===== config.mk =====
export PLATFORM = sky130hd
export DESIGN_NAME = score_keeper
export DESIGN_NICKNAME = d
export VERILOG_FILES = /design/src/rtl/pong_pkg.sv /design/src/rtl/edge_rise.sv /design/src/rtl/score_keeper.sv
export SDC_FILE = /design/constraint.sdc
export NUM_CORES = 1
export LEC_CHECK = 0
export ABC_CLOCK_PERIOD_IN_PS = 2300
export CAP_MARGIN = 10
export CORE_ASPECT_RATIO = 1.5
export CORE_MARGIN = 3
export CORE_UTILIZATION = 48
export CTS_CLUSTER_DIAMETER = 100
export DETAILED_ROUTE_END_ITERATION = 12
export PLACE_DENSITY = 0.67
export SLEW_MARGIN = 10
export SYNTH_ARGS = -nofsm -noshare
export SYNTH_HDL_FRONTEND = slang
export SYNTH_SLANG_ARGS = --single-unit

===== constraint.sdc =====
create_clock -name clk -period 2.3 [get_ports clk]
set_input_delay 0.69 -clock clk [delete_from_list [all_inputs] [get_ports clk]]
set_output_delay 0.69 -clock clk [all_outputs]
set_load 0.05 [all_outputs]

===== src/rtl/pong_pkg.sv =====
// Shared Pong definitions: FSM state encoding, score width and default win target.
// The display driver imports this package for the score width.
package pong_pkg;

  localparam int unsigned SCORE_W       = 3;
  localparam int unsigned WIN_SCORE_DEF = 5;

  typedef logic [SCORE_W-1:0] score_t;

  typedef enum logic [1:0] {
    ST_IDLE  = 2'd0,
    ST_SERVE = 2'd1,
    ST_PLAY  = 2'd2,
    ST_OVER  = 2'd3
  } state_t;

  // Saturating increment: a score never exceeds the win target and never wraps.
  function automatic score_t score_inc(input score_t s, input score_t lim);
    return (s >= lim) ? lim : score_t'(s + score_t'(1));
  endfunction

endpackage


===== src/rtl/edge_rise.sv =====
// Rising-edge detector: one registered copy of the level input.
// A held-high level produces a single one-cycle pulse.
module edge_rise (
  input  logic clk,
  input  logic rst_n,
  input  logic i_level,
  output logic o_rise
);

  logic r_prev;

  always_ff @(posedge clk or negedge rst_n) begin
    if (!rst_n) begin
      r_prev <= 1'b0;
    end else begin
      r_prev <= i_level;
    end
  end

  assign o_rise = i_level & ~r_prev;

endmodule


===== src/rtl/score_keeper.sv =====
// Pong score keeper: serve countdown, goal scoring, win detection and restart.
// All outputs come straight from registers.
module score_keeper
  import pong_pkg::*;
#(
  parameter int unsigned WIN_SCORE    = WIN_SCORE_DEF,
  parameter int unsigned SERVE_CYCLES = 50_000_000
) (
  input  logic               clk,
  input  logic               rst_n,
  input  logic               player_goal,
  input  logic               cpu_goal,
  input  logic               new_game,
  output logic [SCORE_W-1:0] player_score,
  output logic [SCORE_W-1:0] cpu_score,
  output logic               serve_hold,
  output logic               serve_dir,
  output logic               game_over,
  output logic               winner
);

  localparam int unsigned      CNT_W    = (SERVE_CYCLES > 1) ? $clog2(SERVE_CYCLES) : 1;
  localparam logic [CNT_W-1:0] CNT_LOAD = CNT_W'(SERVE_CYCLES - 1);
  localparam score_t           WIN      = score_t'(WIN_SCORE);

  logic w_pg_rise;
  logic w_cg_rise;
  logic w_ng_rise;

  edge_rise u_pg_edge (.clk(clk), .rst_n(rst_n), .i_level(player_goal), .o_rise(w_pg_rise));
  edge_rise u_cg_edge (.clk(clk), .rst_n(rst_n), .i_level(cpu_goal),    .o_rise(w_cg_rise));
  edge_rise u_ng_edge (.clk(clk), .rst_n(rst_n), .i_level(new_game),    .o_rise(w_ng_rise));

  state_t           r_state;
  state_t           w_next;
  logic [CNT_W-1:0] r_cnt;
  logic [CNT_W-1:0] w_cnt_next;
  score_t           r_pscore;
  score_t           r_cscore;
  score_t           w_pscore_next;
  score_t           w_cscore_next;
  score_t           w_pscore_inc;
  score_t           w_cscore_inc;
  logic             r_dir;
  logic             w_dir_next;
  logic             r_winner;
  logic             w_winner_next;
  logic             r_hold;
  logic             r_over;
  logic             w_single_goal;

  assign w_pscore_inc  = score_inc(r_pscore, WIN);
  assign w_cscore_inc  = score_inc(r_cscore, WIN);
  assign w_single_goal = (r_state == ST_PLAY) && (w_pg_rise ^ w_cg_rise);

  always_ff @(posedge clk or negedge rst_n) begin
    if (!rst_n) begin
      r_state <= ST_IDLE;
    end else begin
      r_state <= w_next;
    end
  end

  always_comb begin
    w_next = r_state;
    unique case (r_state)
      ST_IDLE: begin
        if (w_ng_rise) w_next = ST_SERVE;
      end
      ST_SERVE: begin
        if (w_ng_rise)        w_next = ST_SERVE;
        else if (r_cnt == '0) w_next = ST_PLAY;
      end
      ST_PLAY: begin
        // new_game outranks goals; simultaneous goals just re-serve
        if (w_ng_rise)                   w_next = ST_SERVE;
        else if (w_pg_rise && w_cg_rise) w_next = ST_SERVE;
        else if (w_pg_rise)              w_next = (w_pscore_inc == WIN) ? ST_OVER : ST_SERVE;
        else if (w_cg_rise)              w_next = (w_cscore_inc == WIN) ? ST_OVER : ST_SERVE;
      end
      ST_OVER: begin
        if (w_ng_rise) w_next = ST_SERVE;
      end
      default: w_next = ST_IDLE;
    endcase
  end

  always_comb begin
    w_cnt_next    = r_cnt;
    w_pscore_next = r_pscore;
    w_cscore_next = r_cscore;
    w_dir_next    = r_dir;
    w_winner_next = r_winner;

    // The countdown reloads on every entry into SERVE, including a restart from within SERVE.
    if ((w_next == ST_SERVE) && ((r_state != ST_SERVE) || w_ng_rise)) begin
      w_cnt_next = CNT_LOAD;
    end else if ((r_state == ST_SERVE) && (r_cnt != '0)) begin
      w_cnt_next = r_cnt - CNT_W'(1);
    end

    if (w_ng_rise) begin
      w_pscore_next = '0;
      w_cscore_next = '0;
      w_dir_next    = 1'b1;
    end else if (w_single_goal && w_pg_rise) begin
      w_pscore_next = w_pscore_inc;
      w_dir_next    = 1'b1;
      if (w_pscore_inc == WIN) w_winner_next = 1'b0;
    end else if (w_single_goal && w_cg_rise) begin
      w_cscore_next = w_cscore_inc;
      w_dir_next    = 1'b0;
      if (w_cscore_inc == WIN) w_winner_next = 1'b1;
    end
  end

  always_ff @(posedge clk or negedge rst_n) begin
    if (!rst_n) begin
      r_cnt    <= '0;
      r_pscore <= '0;
      r_cscore <= '0;
      r_dir    <= 1'b1;
      r_winner <= 1'b0;
      r_hold   <= 1'b1;
      r_over   <= 1'b0;
    end else begin
      r_cnt    <= w_cnt_next;
      r_pscore <= w_pscore_next;
      r_cscore <= w_cscore_next;
      r_dir    <= w_dir_next;
      r_winner <= w_winner_next;
      r_hold   <= (w_next != ST_PLAY);
      r_over   <= (w_next == ST_OVER);
    end
  end

  assign player_score = r_pscore;
  assign cpu_score    = r_cscore;
  assign serve_hold   = r_hold;
  assign serve_dir    = r_dir;
  assign game_over    = r_over;
  assign winner       = r_winner;

endmodule


==> run metrics, run 1 <==
status=completed; WP buf/inv=1; initial core utilization=50.05%; critical path arrival=approximately 1500 ps; syn_nets=255; EDFF count, synth=0; netlist area before placement=0.002446 mm2; cell breakdown of the critical path=clkdlybuf4s50_1; Area growth syn-to-layout=21.18%; final instance area=0.002964 mm2; initial antenna violation count=0; final wirelength=5.422 mm; Remaining DRCs=0; commonest non-fill, non-tap cells in the layout=dfrtp_1, buf_4, o21ai_0; Total GRT Usage=19.90%; Yosys reg bits=41; Yosys warnings=0; Pre-Repair DR Iteration Count=6; sequential area share after synthesis=42.05%; Final nets=292; VDD IR max=0.0003185 V; Layout Cells excl Fill=~350; Die X=64.29 um; share of cells above drive strength 1=26.16%; CTS clk-pin slew, worst paths=80 ps; GP Congestion=0.8866; P_leak=1.209 nW; Hold/Removal Path Class=in2async; post-route antenna net violation count=0; Synth area leaders=dfrtp_1, xor2_1, ha_1, o21ai_0, o2111ai_1; CTS tree=built; Tot Pwr=1.786 mW; I/O Buffers=14; Final Hold Vio Count=0; Synth top area share=39.90%; cts bufs inserted=5; die area=around 0.0060 mm2; Synth async-reset ratio=100.0%; wire length per cell=15.72 um; post-route setup slack=81.72 ps; utilization after layout=around three fifths; Final period util=96.45%; worst slew pin tran=around 570 ps; Cells after Synth=approximately 240; Worst EP required=about 1600 ps; max-slew violations=0; most used flip-flop cell after synthesis=dfrtp_1; DP Worst Slack=-364.4 ps; number of clock sinks=41; Synth area leader=dfrtp_1; clock latency on the worst-skew pair=300 ps; Setup crit end kind=primary output; Avg Inst Size Synth=10.15 um2; # Max-Cap Violations=0; clk root buf=clkbuf_8; Setup crit start kind=flip-flop; Longest Clk Path Bufs=2; Core ar.=0.004887 mm2; crit path time final=2218 ps; placed cell area=approximately 0.0028 mm2; vias per cell=5.768; most common cell after layout, fill and taps aside=dfrtp_1; row count=31; Placed Instances=approximately 340; total number of vias=1,990; delay-heaviest family, CP=buffers and inverters; largest net degree at the start of global routing=27; total negative setup slack=0 ps; vias in the first global route=~2,000; ANT cells=0; CP max-delay cell=clkdlybuf4s50_1; io pins=15; Post-DP HPWL=around 4.0 mm; Pwr Density=about 600 mW/mm2; number of library cell types mapped by synthesis=58; first-pass GRT wire length=9.390 mm; Final Hold Slack=305.0 ps; # H-tree levels=2; Max Freq=~450 MHz; highest net fanout along the worst path=6; Worst Path Class, Setup=reg2out; total grt overflow=0; CP max stage delay=810 ps; # setup viols final=0; Die H=between 90 and 100 um; DR iter-0 viols=75; clk_skew=slightly above 9 ps; Max-slew headroom=around three fifths
==> per-layer routing <==
metal	wire, um	global-route usage (%)	vias to the layer above
li1	-	-	965
met1	2156	21.84	985
met2	3032	37.41	31
met3	126	3.125	9
met4	106	7.937	0
met5	0	0	-
==> registers in the layout, summed over array words and instances, names as in the netlist <==
register,count
player_score,3
u_pg_edge.r_prev,1
r_state,2
u_cg_edge.r_prev,1
winner,1
r_cnt,26
serve_hold,1
u_ng_edge.r_prev,1
cpu_score,3
serve_dir,1
game_over,1
==> layout make-up <==
class / instances / area (um2)
well taps: 66 / 82.58
multi-input cells: 176 / 1348
clock buffers: 6 / 72.57
fillers: 440 / 1923
repair buffers: 39 / 336.6
inverters: 15 / 56.30
clock inverters: 2 / 35.03
flip-flops and latches: 41 / 1033
==> final timing paths <==
check                                     start               to  slack, ps  depth (start not counted)
worst max-delay path            player_score[1]  player_score[1]         80                          1
worst min-delay path                      rst_n  player_score[2]        300                          1
worst max register to register     cpu_score[0]         r_cnt[1]        180                          8
worst min register to register        serve_dir        serve_dir        530                          2
max in group asynchronous                 rst_n       serve_hold       1460                          2
min in group clk                      serve_dir        serve_dir        530                          2
==> where the power goes <==
group	switching (mW)	internal, mW	leakage, nW
logic	0.241	0.155	0.693
clock network	0.254	0.322	0.0552
registers	0.0540	0.760	0.461
==> repair_timing <==
| action | in CTS | in global routing |
|---|---|---|
| setup endpoints to repair | 14 | 27 |
| gates resized for setup | 3 | 10 |
| pin swaps | 0 | 3 |
| setup buffers | 0 | 1 |
| hold buffers | 0 | 0 |
==> cells by family (layout without fill, tap and decap cells) <==
family	count (synthesis)	in the layout	synth area share, %
buf+inv	24	62	5.064
flops	41	41	42.05
simple gates	77	77	21.02
compound gates	68	68	19.28
fa+ha+maj	9	9	4.604
xor+xnor	20	20	7.161
mux	2	2	0.8184
==> cell usage after synthesis (2+ instances only) <==
| cell | instances |
|---|---|
| dfrtp_1 | 39 |
| o21ai_0 | 16 |
| xor2_1 | 15 |
| inv_1 | 14 |
| nor2_1 | 14 |
| nor3_1 | 12 |
| a21oi_1 | 11 |
| ha_1 | 9 |
| o2111ai_1 | 8 |
| nand2_1 | 7 |
| o21ai_1 | 7 |
| o211ai_1 | 6 |
| or3_1 | 5 |
| xnor2_1 | 5 |
| nand2b_1 | 4 |
| nor4_1 | 4 |
| a31oi_1 | 3 |
| buf_6 | 3 |
| nand3_1 | 3 |
| nor3_4 | 3 |
| or4_4 | 3 |
| a311oi_1 | 2 |
| buf_2 | 2 |
| clkbuf_1 | 2 |
| dfstp_2 | 2 |
| mux2i_1 | 2 |
| nand3b_1 | 2 |
| nor2b_1 | 2 |
| nor3b_1 | 2 |
| nor4b_1 | 2 |
| o211ai_2 | 2 |
| o221ai_1 | 2 |
| o31ai_1 | 2 |
| or4_1 | 2 |
Power figures use the tool's default switching activity.
==> inputs of run 2 (changes only) <==
CELL_PAD_IN_SITES_DETAIL_PLACEMENT = 1   (was unset)
CELL_PAD_IN_SITES_GLOBAL_PLACEMENT = 2   (was unset)
CORE_UTILIZATION = 39   (was 48)
PLACE_DENSITY = unset   (was 0.67)
PLACE_DENSITY_LB_ADDON = 0.1   (was unset)
==> run 2 against run 1 <==
  * Clock skew is 4.9 ps lower
  * Fmax rose by 0.59%
  * Global-route usage shrank 1.5 points
  * Wire length up 17%
  * Power fell by 3.1%
  * Critical path depth grew 9
  * Sequential power shrank 0.5%
  * Sequential cell count unchanged
  * Via count is 3.2% higher
  * Worst setup slack better by 13 ps
==> run metrics, run 2 (synthesis results as in run 1) <==
Layout Cells excl Fill=356 (+3.2%); DR iter-0 viols=53 (-29%); Clock power frac=26.4% (-5.9 points); Net Sw Power=0.5745 mW (+4.6%); sequential group share of total power=46.8% (+1.3 points); Total GRT Usage=18.36% (-1.5 points); Final period util=95.88% (-0.57 points); clock latency on the worst-skew pair=290 ps (about the same); Comb pwr share=26.8% (+4.6 points); Final Hold Vio Count=0 (unchanged); Pre-Repair DR Iteration Count=4 (-2); Worst Path Class, Setup=in2reg; layout filler cell count=685 (+56%); max FFs per register=26 (unchanged); max-slew violations=0 (unchanged); vias per cell=5.770 (about the same); CTS tree=built; die area=0.007278 mm2 (+21%); initial core utilization=41.07% (-9.0 points); first-pass GRT wire length=10.43 mm (+11%); Hold/Removal Path Class=in2async; final instance area=0.002977 mm2 (+0.42%); Setup crit start kind=input pin; placed cell area=0.002819 mm2 (+0.90%); row count=34 (+9.7%); clk_skew=4.424 ps (-4.861 ps); Setup crit end kind=flip-flop; critical path arrival=2410 ps (+880 ps); I/O Buffers=14 (unchanged); total number of vias=2,054 (+3.2%); largest net degree at the start of global routing=31 (+15%); wire length per cell=17.84 um (+14%); clk root buf=clkbuf_8; setup slack, reg-to-reg=180 ps (about the same); Post-CTS Hold Buffers=0 (unchanged); VDD IR max=0.0002585 V (-19%); Post-DP HPWL=4.440 mm (+12%); Max Freq=453.5 MHz (+0.59%); Core ar.=0.005956 mm2 (+22%); Area growth syn-to-layout=21.69%; Pwr Density=581.6 mW/mm2 (-3.5%); Remaining DRCs=0 (unchanged); vias in the first global route=2,126 (+4.3%); # setup viols final=0 (unchanged); status=completed; number of clock sinks=41 (unchanged); final wirelength=6.351 mm (+17%); # H-tree levels=2 (unchanged); Max-slew headroom=50.92% (-11 points); Reg2Reg Launch Point=cpu_score[0]; # Max-Cap Violations=0 (unchanged); Placed Instances=346 (+3.0%); Worst EP required=2510 ps (+900 ps); CTS clk-pin slew, worst paths=80 ps (about the same); total grt overflow=0 (unchanged); share of cells above drive strength 1=26.41% (+0.24 points); crit path time final=2205 ps (-13.07 ps); Longest Clk Path Bufs=2 (unchanged); Largest Register=r_cnt; highest net fanout along the worst path=8 (+2); Final nets=297 (+1.7%); P_leak=1.242 nW (+2.7%); cts bufs inserted=5 (unchanged); utilization after layout=49.98% (-11 points); Die H=103.0 um (+10%); GP Congestion=0.8153 (-8.0%); internal power=1.157 mW (-6.5%); Switching Share=33.18% (+2.4 points); worst slew pin tran=736.1 ps (+169.5 ps); FF-to-FF End=r_cnt[21]; commonest non-fill, non-tap cells in the layout=dfrtp_1, buf_4, o21ai_0, xor2_1; total negative setup slack=0 ps (unchanged); initial antenna violation count=0 (unchanged); FF-to-FF path depth=9 (+1); io pins=15 (unchanged); post-route antenna net violation count=0 (unchanged); ANT cells=0 (unchanged); most common cell after layout, fill and taps aside=dfrtp_1; Die X=70.67 um (+9.9%)
[run 2: area by class of cell]
type / count / area (um2) / share of cell area, %
Tap cell: 72 / 90.09 / 3.026
Multi-Input combinational cell: 177 / 1353 / 45.44
Sequential cell: 41 / 1033 / 34.72
Clock buffer: 8 / 80.08 / 2.690
Inverter: 15 / 56.30 / 1.892
Timing Repair Buffer: 43 / 364.1 / 12.23
[run 2: critical path: stages]
cell             delay [ps]
clkdlybuf4s50_1         420
nand2b_1                130
inv_1                    70
ha_2                    190
inv_1                    60
a31oi_2                  90
o21bai_2                240
a21oi_1                 120
buf_4                   210
a22oi_1                 190
[run 2: worst max-delay path by stage]
stage | startpoint | endpoint | slack [ps] | cells past startpoint
after floorplan | player_score[1] | r_cnt[3] | 30 | 9
after global placement | cpu_goal | r_cnt[3] | -380 | 10
after detailed placement | cpu_goal | r_cnt[1] | -410 | 10
after CTS | cpu_goal | r_cnt[1] | 5 | 10
after global routing | cpu_goal | r_cnt[16] | -30 | 10
final | cpu_goal | r_cnt[16] | 90 | 10
[run 2: power groups by stage]
stage	logic [mW]	clock network, mW	registers, mW
global route	0.522	0.506	0.818
global placement	0.387	0	0.820
floorplan	0.244	0	0.807
finish	0.464	0.458	0.810
detailed placement	0.398	0	0.823
CTS	0.400	0.480	0.809
[run 2: per-layer routing]
metal  track usage, %  wire length, um
met1            19.68             2571
met5                0                0
met3            2.732              135
met2            36.36             3553
met4            6.078               90
[run 2: per-stage QoR]
step	hold WS (ps)	power (mW)	setup WS, ps
detailed placement	541.3	1.221	-412.3
floorplan	394.4	1.051	33.55
global route	506.3	1.846	-34.65
global placement	516.0	1.208	-375.3
CTS	470.5	1.688	4.561
finish	456.2	1.731	94.78
[run 2: repair_timing]
action | 4_1_cts | 5_1_grt
pin swaps | 0 | 4
resized for setup | 1 | 14
buffers inserted | 0 | 1
setup endpoints to repair | 24 | 31
gates cloned | 0 | 1
